`src/rtl/trng_ehr_fill_pkg.sv`:
```
// Shared types and constants for the TRNG entropy holding register fill engine.
package trng_ehr_fill_pkg;

  localparam int unsigned CRNGT_WORD_W = 32;

  typedef enum logic [1:0] {
    TRNG_EHR_IDLE = 2'd0,
    TRNG_EHR_FILL = 2'd1,
    TRNG_EHR_FULL = 2'd2
  } trng_ehr_state_e;

  // True when the bit counter sits on the last bit of a CRNGT word.
  function automatic logic is_word_end(input logic [4:0] cnt_lsb);
    return cnt_lsb == 5'd31;
  endfunction

endpackage

```
`src/rtl/trng_ehr_fill_crngt.sv`:
```
// Continuous RNG test: remembers the previous 32-bit word and flags a repeat.
module trng_crngt
  import trng_ehr_fill_pkg::*;
(
  input  logic                    rng_clk,
  input  logic                    rst_n,
  input  logic                    word_done,
  input  logic [CRNGT_WORD_W-1:0] new_word,
  input  logic                    bypass,
  input  logic                    clr,
  output logic                    match,
  output logic                    fail
);

  logic [CRNGT_WORD_W-1:0] prev_word;
  logic                    prev_word_vld;

  // Qualified by word_done in the caller so the shifter can react on the same edge.
  assign match = prev_word_vld && (new_word == prev_word) && !bypass;

  always_ff @(posedge rng_clk or negedge rst_n) begin
    if (!rst_n) begin
      prev_word     <= '0;
      prev_word_vld <= 1'b0;
      fail          <= 1'b0;
    end else begin
      fail <= word_done && match;
      if (clr) begin
        prev_word     <= '0;
        prev_word_vld <= 1'b0;
      end else if (word_done) begin
        prev_word     <= new_word;
        prev_word_vld <= 1'b1;
      end
    end
  end

endmodule

```
`src/rtl/trng_ehr_fill.sv`:
```
// EHR fill engine: shifts noise bits into the holding register, runs the CRNGT
// per 32-bit word and hands the full register to the PRNG.
module trng_ehr_fill
  import trng_ehr_fill_pkg::*;
#(
  parameter int unsigned EHR_WIDTH = 192,
  parameter int unsigned ERR_CNT_W = 8
) (
  input  logic                 rng_clk,
  input  logic                 rst_n,
  input  logic                 rnd_src_en,
  input  logic                 rnd_bit,
  input  logic                 rnd_bit_valid,
  input  logic                 crngt_bypass,
  input  logic                 prng_trng_ehr_rd,
  input  logic                 err_cnt_clr,
  output logic [EHR_WIDTH-1:0] trng_prng_ehr_data,
  output logic                 trng_prng_ehr_valid,
  output logic                 trng_crngt_err,
  output logic [ERR_CNT_W-1:0] crngt_err_cnt,
  output logic                 ehr_busy
);

  localparam int unsigned CNT_W = $clog2(EHR_WIDTH + 1);
  localparam logic [CNT_W-1:0] LAST_BIT = CNT_W'(EHR_WIDTH - 1);

  trng_ehr_state_e         state_q, state_d;
  logic [EHR_WIDTH-1:0]    ehr_q, ehr_d;
  logic [CNT_W-1:0]        bit_cnt_q, bit_cnt_d;
  logic [EHR_WIDTH-1:0]    data_q, data_d;
  logic                    valid_q, valid_d;
  logic [ERR_CNT_W-1:0]    err_cnt_q;
  logic                    strobe;
  logic                    word_done;
  logic                    crngt_match;
  logic                    crngt_fail;
  logic                    crngt_fail_q;
  logic                    crngt_clr;
  logic [CRNGT_WORD_W-1:0] new_word;

  // Abort (enable low) outranks a strobe in the same cycle.
  assign strobe     = (state_q == TRNG_EHR_FILL) && rnd_src_en && rnd_bit_valid;
  assign word_done  = strobe && is_word_end(bit_cnt_q[4:0]);
  assign new_word   = {ehr_q[CRNGT_WORD_W-2:0], rnd_bit};
  assign crngt_fail = word_done && crngt_match;

  trng_crngt u_crngt (
    .rng_clk   (rng_clk),
    .rst_n     (rst_n),
    .word_done (word_done),
    .new_word  (new_word),
    .bypass    (crngt_bypass),
    .clr       (crngt_clr),
    .match     (crngt_match),
    .fail      (crngt_fail_q)
  );

  always_comb begin
    state_d   = state_q;
    ehr_d     = ehr_q;
    bit_cnt_d = bit_cnt_q;
    data_d    = data_q;
    valid_d   = valid_q;
    crngt_clr = 1'b0;
    unique case (state_q)
      TRNG_EHR_IDLE: begin
        if (rnd_src_en) state_d = TRNG_EHR_FILL;
      end
      TRNG_EHR_FILL: begin
        if (!rnd_src_en) begin
          state_d   = TRNG_EHR_IDLE;
          ehr_d     = '0;
          bit_cnt_d = '0;
          crngt_clr = 1'b1;
        end else if (strobe) begin
          ehr_d     = {ehr_q[EHR_WIDTH-2:0], rnd_bit};
          bit_cnt_d = bit_cnt_q + 1'b1;
          if (crngt_fail) begin
            ehr_d     = '0;
            bit_cnt_d = '0;
          end else if (bit_cnt_q == LAST_BIT) begin
            state_d = TRNG_EHR_FULL;
            valid_d = 1'b1;
            data_d  = {ehr_q[EHR_WIDTH-2:0], rnd_bit};
          end
        end
      end
      TRNG_EHR_FULL: begin
        if (prng_trng_ehr_rd) begin
          state_d   = rnd_src_en ? TRNG_EHR_FILL : TRNG_EHR_IDLE;
          ehr_d     = '0;
          bit_cnt_d = '0;
          data_d    = '0;
          valid_d   = 1'b0;
        end
      end
      default: begin
        state_d   = TRNG_EHR_IDLE;
        ehr_d     = '0;
        bit_cnt_d = '0;
        data_d    = '0;
        valid_d   = 1'b0;
      end
    endcase
  end

  always_ff @(posedge rng_clk or negedge rst_n) begin
    if (!rst_n) begin
      state_q   <= TRNG_EHR_IDLE;
      ehr_q     <= '0;
      bit_cnt_q <= '0;
      data_q    <= '0;
      valid_q   <= 1'b0;
    end else begin
      state_q   <= state_d;
      ehr_q     <= ehr_d;
      bit_cnt_q <= bit_cnt_d;
      data_q    <= data_d;
      valid_q   <= valid_d;
    end
  end

  always_ff @(posedge rng_clk or negedge rst_n) begin
    if (!rst_n) begin
      err_cnt_q <= '0;
    end else if (err_cnt_clr) begin
      err_cnt_q <= '0;
    end else if (crngt_fail && (err_cnt_q != '1)) begin
      err_cnt_q <= err_cnt_q + 1'b1;
    end
  end

  assign trng_prng_ehr_data  = data_q;
  assign trng_prng_ehr_valid = valid_q;
  assign trng_crngt_err      = crngt_fail_q;
  assign crngt_err_cnt       = err_cnt_q;
  assign ehr_busy            = (state_q == TRNG_EHR_FILL);

endmodule

```
`config.mk`:
```
export PLATFORM = sky130hd
export DESIGN_NAME = trng_ehr_fill
export DESIGN_NICKNAME = d
export VERILOG_FILES = /design/src/rtl/trng_ehr_fill_pkg.sv /design/src/rtl/trng_ehr_fill_crngt.sv /design/src/rtl/trng_ehr_fill.sv
export SDC_FILE = /design/constraint.sdc
export NUM_CORES = 1
export LEC_CHECK = 0
export CORE_MARGIN = 2
export CORE_UTILIZATION = 40
export DETAILED_ROUTE_END_ITERATION = 7
export HOLD_SLACK_MARGIN = 0.08
export MAX_ROUTING_LAYER = met4
export SYNTH_ARGS = -nofsm -noshare
export SYNTH_HDL_FRONTEND = slang
export SYNTH_SLANG_ARGS = --single-unit
```
`constraint.sdc`:
```
create_clock -name rng_clk -period 6.9 [get_ports rng_clk]
set_input_delay 1.035 -clock rng_clk [delete_from_list [all_inputs] [get_ports rng_clk]]
set_output_delay 1.035 -clock rng_clk [all_outputs]
set_load 0.01 [all_outputs]
```
-- Word-level counts from Yosys, hierarchy flattened
Cells that the tools add are included.
- output and inout bits: 203
- logic and storage cells: 78
- bits of input ports: 8
- register bits: 436
- reduce and logical (&&, ||, !) cells: 14
- equality and inequality tests: 15
- muxes and demuxes: 37
- add/subtract/negate cells: 2
- bitwise operators: 1
- operators by type and width (operator ; number):
    $mux W192 ; 5
    $pmux W192 S3 ; 1
    $mux W191 ; 3
    $pmux W191 S3 ; 1
    $mux W32 ; 2
    $mux W8 ; 6
    $eq A32 B32 Y1 ; 1
    $pmux W8 S3 ; 1
    $add A8 B1 Y8 const B ; 2
    $mux W2 ; 6
    $mux W1 ; 10
    $eq A8 B8 Y1 const B ; 1
    $ne A2 B2 Y1 const B ; 4
    $ne A8 B8 Y1 const B ; 1
    $logic_and A1 B1 Y1 ; 7
    $ne A3 B2 Y1 const B ; 2
    $pmux W2 S3 ; 1
    $reduce_and A6 Y1 ; 1
    $eq A5 B5 Y1 const B ; 1
    $reduce_and A5 Y1 ; 1
    $ne A2 B1 Y1 const B ; 2
    $reduce_bool A2 Y1 ; 2
    $ne A3 B3 Y1 const B ; 1
    $pmux W1 S3 ; 1
    6 further kinds ; 6

-- Depth between registers and ports, before layout
Gate-level depths: netlist of run 1.
- word-level depth: 9
- mapped depth: 11
- mapped depth without buffers: 9

-- Hierarchy
Synthesis of run 1 repeated with hierarchy kept, for this count alone.
- cell total of the unflattened synthesis: 1948
- area, all modules: 18758.0 µm²
- by module, submodules not included (module ; instances ; cells each ; area each (µm²) ; sequential area each (µm²)):
    trng_ehr_fill ; 1 ; 1777 ; 16997.6 ; 10059.6
    trng_crngt ; 1 ; 171 ; 1760.4 ; 850.8

-- Least setup slack after synthesis of run 1
OpenSTA, ideal clock, no wires.
- path kind: input to register
- start point: input port rnd_src_en
- end point: register data_q[12], in the netlist trng_prng_ehr_data[12]
- arrival: 2.884 ns
- library setup time: 0.121 ns
- path buffers: 2
- required time: 6.779 ns
- slack: 3.895 ns
- stages: 8
- cells stage by stage: and3b_1 nand2_1 or4_1 nor4_4 nor3b_1 clkbuf_1 buf_2 a22o_1
- cells in the longest elaborated chain, start to end: 6
- elaborated cells between the ends (all ways): 8
- those cells by class: eq/ne: 3; reduce/logical: 5
- RTL lines (item ; line ; source):
    start: declaration ; trng_ehr_fill.sv:11 ; input logic rnd_src_en,
    $logic_and A1 B1 Y1 (2 in a row) ; trng_ehr_fill.sv:42 ; assign strobe = (state_q == TRNG_EHR_FILL) && rnd_src_en && rnd_bit_valid;
    $logic_and A1 B1 Y1 ; trng_ehr_fill.sv:43 ; assign word_done = strobe && is_word_end(bit_cnt_q[4:0]);
    $logic_and A1 B1 Y1 ; trng_ehr_fill.sv:45 ; assign crngt_fail = word_done && crngt_match;
    $ne A2 B2 Y1 (no line) ; - ;
    $reduce_and A6 Y1 (no line) (*) ; - ;
    end signal: assignment ; trng_ehr_fill.sv:118 ; data_q <= data_d;
    end: declaration ; trng_ehr_fill.sv:30 ; logic [EHR_WIDTH-1:0] data_q, data_d;
Mark *: on every way between the ends. The rest lies on a longest branch, timed or not.
A chain may end at the register's enable or synchronous reset.

-- Worst setup path in the final report of run 1
- start point: input port rnd_src_en
- end point: register data_q[177], in the netlist trng_prng_ehr_data[177]
Same word-level chain as after synthesis.

==> run summary, run 1 <==
run status -> completed
WP data required -> 7390 ps
post-route ant nets -> 0
register area share after synthesis -> 68.0%
Synth Flop Type -> dfrtp_1
Resized cells post-CTS -> 0
Fin Setup TNS -> 0 ps
fmax -> 0.227 GHz
Total GRT Usage -> 18.5%
Leakage -> 0.00937 uW
final setup fails -> 0
final core occ -> 50.1%
CP max stage delay -> 770 ps
Mapped Cells -> 1096
Sequential Power Share -> 51.8%
Post-synth EDFFs -> 0
Die Span X -> 204 um
Net Switching -> 1080 uW
crit path from -> rnd_src_en
vias in the first global route -> 10238
CP startpoint kind -> input port
HP Start -> trng_prng_ehr_valid$_DFFE_PN0P_
HPWL Detailed -> 21.3 mm
row count -> 73
wire length per cell -> 20.2 um
Final nets -> 1280
sw frac -> 21.8%
unrepaired setup endpoints after global routing -> no
number of port buffers -> 210
CP Class -> in -> reg
Final Hold Viols -> 0
Cell variety after synth -> 40
# H-tree levels -> 2
design internal power -> 3860 uW
Worst Hold Class -> reg -> reg
Congestion Overflow GR -> 0
Worst R2R Start -> bit_cnt_q[0]$_DFFE_PN0P_
Tightest Pin Transition -> 1020 ps
VDD IR max -> 0.172 mV
Cell Area, Synth -> 16000 sq um
PwrDens -> 249 nW/um^2
combinational power share -> 2.3%
Tmin final -> 4410 ps
Core Area -> 39600 sq um
Reg clk slew, reported paths -> 60 ps
Layout Skew -> 23.3 ps
Initial DRC Count -> 741
drt drc -> 0
final slew viol count -> 0
gpl congestion -> 0.754
clk sinks -> 436
Critical-path top delay cell -> nor4_4
CP Capture Type -> flop
clock power share -> 45.9%
Vias -> 10213
yosys warns -> 0
routed wire length -> 36.8 mm
io pins -> 211
Starting Density -> 40.5%
Post-CTS Setup Repair Bufs -> 0
synthesis-stage register bit count -> 436
Skew-Pair Late Insertion Delay -> 570 ps
syn avg cell area -> 14.6 sq um
slew margin rel. -> 32.3%
area of the die -> 41700 sq um
initial antenna violation count -> 0
Tcrit/Tclk final -> 63.9%
crit path DAT -> 4900 ps
Synth async-reset ratio -> 100%
Syn Nets -> 1107
first-pass GRT wire length -> 60.1 mm
share of layout cells above drive strength 1 -> 6.63%
drt pass-1 iters -> 7
CP cell instances -> clkdlybuf4s50_1 -> and3b_1 -> nand2_1 -> or4_1 -> nor4_4 -> a21o_4 -> buf_12 -> a22o_1
area delta synth->final -> 24.0%
Die Y -> 204 um
CTS Buffer Depth -> 3
CTS tree -> done
CP Max Fanout -> 118
# diodes -> 0
number of CTS-inserted buffers -> 45
number of max-cap violations -> 0
Via density -> 5.60
largest net degree at the start of global routing -> 204
hold_buf cts -> 0
CTS Root Cell -> clkbuf_16
-- synthesized netlist by cell type (all sizes together), types with 4 or more instances --
library cell,count,share of area [%]
buf,59,2.0
nor4,6,0.33
o21ai,7,0.22
nand2,15,0.35
xnor2,15,0.82
nor3,4,0.12
and3,5,0.20
a21oi,5,0.16
nand2b,7,0.27
nand3,7,0.22
nor2,9,0.21
xor2,17,0.93
clkbuf,37,0.87
dfrtp,436,68
or3,6,0.23
nor2b,4,0.16
a22o,417,23
-- cell usage in the layout (no fill, tap or decap), drive strengths merged, types with 7 or more instances in the layout --
master | Yosys | routed
clkbuf | 37 | 66
nand2 | 15 | 15
xor2 | 17 | 17
nor2 | 9 | 9
clkdlybuf4s50 | 0 | 209
buf | 59 | 13
a22o | 417 | 417
o21ai | 7 | 7
xnor2 | 15 | 15
nand3 | 7 | 7
clkinv | 0 | 7
nand2b | 7 | 7
dfrtp | 436 | 436
-- metrics by stage --
stage          power [uW]  hold WS, ps  cells  setup WS, ps  instance area, sq um
3_5_place_dp         2730          474   1747          1860                 18500
3_3_place_gp         2730          472   1747          1980                 18500
2_1_floorplan        2650          461   1096          3900                 16000
6_report             4940          481   1823          2490                 19900
5_1_grt              5140          508   1823          2230                 19900
4_1_cts              5010          488   1823          2430                 19900
-- worst max-delay path: cells and delay by family --
family                 cells  cell delay, ps
AND/OR/NAND/NOR            4            1740
buffers and inverters      2            1110
AO/OA/AOI/OAI              2             950
-- sequential cells by signal, summed over array words and instances (netlist names) --
| register | count |
|---|---|
| ehr_q | 191 |
| trng_prng_ehr_data | 192 |
| u_crngt.prev_word_vld | 1 |
| state_q | 2 |
| trng_prng_ehr_valid | 1 |
| u_crngt.fail | 1 |
| bit_cnt_q | 8 |
| crngt_err_cnt | 8 |
| u_crngt.prev_word | 32 |
-- layer usage --
metal / up-vias / share of wire [%] / GRT usage [%]
met2: 235 / 44 / 25.5
met5: - / 0 / -
met1: 5360 / 49 / 27.7
li1: 4579 / - / -
met4: 0 / 1.4 / 4.71
met3: 39 / 5.4 / 3.95
-- power groups by stage --
stage / Sequential, uW / Combinational [uW] / Clock, uW
after floorplan: 2610 / 43.7 / 0
after global placement: 2610 / 117 / 0
after detailed placement: 2610 / 118 / 0
after CTS: 2560 / 118 / 2330
after global routing: 2560 / 131 / 2450
final: 2560 / 114 / 2270
-- final timing paths --
check	endpoint	slack, ps	cells after the start
max	trng_prng_ehr_data[177]$_DFFE_PN0P_	2490	8
min	trng_prng_ehr_valid$_DFFE_PN0P_	480	1
max reg2reg	trng_prng_ehr_data[177]$_DFFE_PN0P_	2740	10
min reg2reg	trng_prng_ehr_valid$_DFFE_PN0P_	480	1
max in group asynchronous	ehr_q[71]$_DFFE_PN0P_	4850	2
min in group asynchronous	trng_prng_ehr_data[151]$_DFFE_PN0P_	580	1
-- area by class of cell --
type                       instances  area (sq um)
clock buffer                      66          1280
clock inverter                    10          81.3
fill                            3429         19800
inverter                           1          3.75
multi-input combinational        563          4690
sequential                       436         10900
tap                              525           657
timing repair buffer             222          2250
-- kinds of logic after synthesis --
kind of cell / Yosys count / share of synthesized area [%]
compound gates: 442 / 23.8
xor+xnor: 32 / 1.75
fa+ha+maj: 3 / 0.234
buf+inv: 97 / 2.89
flops: 436 / 68.0
mux: 5 / 0.335
simple gates: 81 / 2.98
Note: power is estimated with default switching activity, not from simulation.
==> run 2, diff against run 1 <==
clock period = 4.39 ns   (was 6.9 ns; I/O delays follow)
==> run 2 against run 1 <==
Net effect: setup slack got worse by 1400 ps; highest routed layer unchanged; critical path type is now reg -> reg; critical endpoint is now trng_prng_ehr_data[95]$_DFFE_PN0P_; cell count up 0.99%; clock power is 82% higher; global-route usage grew 0.18 points; utilization is 1.1 points higher; combinational power grew 65%.
==> run summary, run 2 (synthesis results as in run 1) <==
run status -> completed
gpl congestion -> 0.786 (+4.3%)
reg2reg setup slack -> 1100 ps (-1640 ps)
CP Capture Type -> flop
final core occ -> 51.3% (+1.1 points)
Tightest Pin Transition -> 962 ps (-53.8 ps)
CP Class -> reg -> reg
Tcrit/Tclk final -> 74.9%
Resized cells post-CTS -> 0 (unchanged)
largest net degree at the start of global routing -> 124 (-39%)
drt pass-1 iters -> 5 (-2)
Via density -> 5.54 (-1.2%)
Critical-path top delay cell -> or4_1
number of fill cells -> 3367 (-1.8%)
crit path DAT -> 3730 ps (-1170 ps)
clock power share -> 49.5% (+3.6 points)
design internal power -> 6600 uW (+71%)
Vias -> 10195 (-0.18%)
Tot Pwr -> 8350 uW (+69%)
CP startpoint kind -> flop
share of layout cells above drive strength 1 -> 8.67% (+2.0 points)
Leakage -> 0.00960 uW (+2.5%)
area delta synth->final -> 26.8%
unrepaired setup endpoints after global routing -> no
number of max-cap violations -> 0 (unchanged)
drt drc -> 0 (unchanged)
post-route ant nets -> 0 (unchanged)
Net Switching -> 1750 uW (+62%)
CTS tree -> done
sw frac -> 20.9% (-0.94 points)
CP Max Fanout -> 75 (-36%)
io pins -> 211 (unchanged)
max reg flops -> 192 (unchanged)
Worst Hold Class -> in -> async
Skew-Pair Late Insertion Delay -> 560 ps (about the same)
Congestion Overflow GR -> 0 (unchanged)
Reg clk slew, reported paths -> 60 ps (about the same)
Initial DRC Count -> 634 (-14%)
most frequent cell on the critical path -> ha_1
Final Hold Viols -> 0 (unchanged)
R2R depth -> 10 (unchanged)
vias in the first global route -> 10266 (+0.27%)
first-pass GRT wire length -> 60.3 mm (+0.31%)
Multi-input gate area -> 4690 sq um (unchanged)
Layout Skew -> 13.2 ps (-10.1 ps)
PwrDens -> 411 nW/um^2 (+65%)
fmax -> 0.304 GHz
Starting Density -> 40.5% (unchanged)
commonest non-fill, non-tap cells in the layout -> dfrtp_1, a22o_1, clkdlybuf4s50_1
CP Capture Point -> trng_prng_ehr_data[95]$_DFFE_PN0P_
# H-tree levels -> 2 (unchanged)
hold_buf cts -> 0 (unchanged)
number of port buffers -> 210 (unchanged)
WP data required -> 4830 ps (-2560 ps)
Sequential Power Share -> 48.2% (-3.6 points)
CP cell instances -> ha_1 -> and3_1 -> ha_1 -> and2_1 -> nand2_1 -> or4_1 -> nor4_4 -> nor3b_2 -> buf_4 -> a22o_1
Die Span X -> 204 um (unchanged)
crit path from -> bit_cnt_q[0]$_DFFE_PN0P_
routed wire length -> 37.0 mm (+0.55%)
combinational power share -> 2.3% (about the same)
reg-to-reg endpoint -> trng_prng_ehr_data[95]$_DFFE_PN0P_
Tmin final -> 3290 ps
final setup fails -> 0 (unchanged)
area of the die -> 41700 sq um (unchanged)
initial antenna violation count -> 1 (+1)
Worst R2R Start -> bit_cnt_q[0]$_DFFE_PN0P_
number of CTS-inserted buffers -> 45 (unchanged)
Die Y -> 204 um (unchanged)
final slew viol count -> 0 (unchanged)
row count -> 73 (unchanged)
Core Area -> 39600 sq um (unchanged)
CP max stage delay -> 590 ps (-180 ps)
wire length per cell -> 20.1 um (-0.43%)
clk sinks -> 436 (unchanged)
CTS Buffer Depth -> 3 (unchanged)
HPWL Detailed -> 22.2 mm (+4.2%)
Total GRT Usage -> 18.7% (+0.18 points)
slew margin rel. -> 35.9% (+3.6 points)
Final nets -> 1290 (+0.78%)
Seq. cell area -> 10900 sq um (unchanged)
Fin Setup TNS -> 0 ps (unchanged)
VDD IR max -> 0.293 mV (+71%)
CTS Root Cell -> clkbuf_16
commonest non-fill, non-tap cell in the layout -> dfrtp_1
Post-CTS Setup Repair Bufs -> 0 (unchanged)
## run 2: stage by stage
stage | area, sq um | hold WS, ps | worst slack, ps | cells
floorplan | 16000 | 363 | 1670 | 1096
global placement | 18700 | 469 | 768 | 1757
detailed placement | 18700 | 469 | 695 | 1757
CTS | 20300 | 237 | 1090 | 1840
global route | 20300 | 280 | 889 | 1841
finish | 20300 | 201 | 1100 | 1841
## run 2: worst min-delay path by stage
| stage | to | slack (ps) | start |
|---|---|---|---|
| 2_1_floorplan | bit_cnt_q[0]$_DFFE_PN0P_ | 360 | rst_n |
| 3_5_place_dp | trng_prng_ehr_valid$_DFFE_PN0P_ | 470 | trng_prng_ehr_valid$_DFFE_PN0P_ |
| 5_1_grt | trng_prng_ehr_data[154]$_DFFE_PN0P_ | 280 | rst_n |
| 3_3_place_gp | trng_prng_ehr_valid$_DFFE_PN0P_ | 470 | trng_prng_ehr_valid$_DFFE_PN0P_ |
| 4_1_cts | trng_prng_ehr_data[152]$_DFFE_PN0P_ | 240 | rst_n |
| 6_report | trng_prng_ehr_data[151]$_DFFE_PN0P_ | 200 | rst_n |
## run 2: final cells by class
| type | count | area share (%) |
|---|---|---|
| Sequential cell | 436 | 53.7 |
| Multi-Input combinational cell | 563 | 23.1 |
| Timing Repair Buffer | 232 | 11.9 |
| Clock buffer | 60 | 6.57 |
| Tap cell | 525 | 3.23 |
| Clock inverter | 23 | 1.48 |
| Inverter | 1 | 0.0185 |
| Antenna cell | 1 | 0.0123 |
## run 2: per-layer routing
layer / global-route usage (%) / share of wire (%) / up-vias
li1: - / - / 4609
met1: 27.5 / 48 / 5269
met2: 26.0 / 44 / 266
met3: 3.97 / 5.7 / 51
met4: 5.41 / 2.1 / 0
met5: - / 0 / -
## run 2: power by group through the flow
stage	sequential, uW	combinational, uW	clock [uW]
2_1_floorplan	4100	68.7	0
3_3_place_gp	4100	194	0
3_5_place_dp	4100	195	0
4_1_cts	4030	196	4230
5_1_grt	4020	215	4410
6_report	4030	188	4130
## run 2: worst max-delay path, delay by kind of cell, from the launching register on
family,cells,cell delay [ps]
flops,1,400
compound gates,1,300
simple gates,6,1630
buf+inv,1,360
fa+ha+maj,2,370
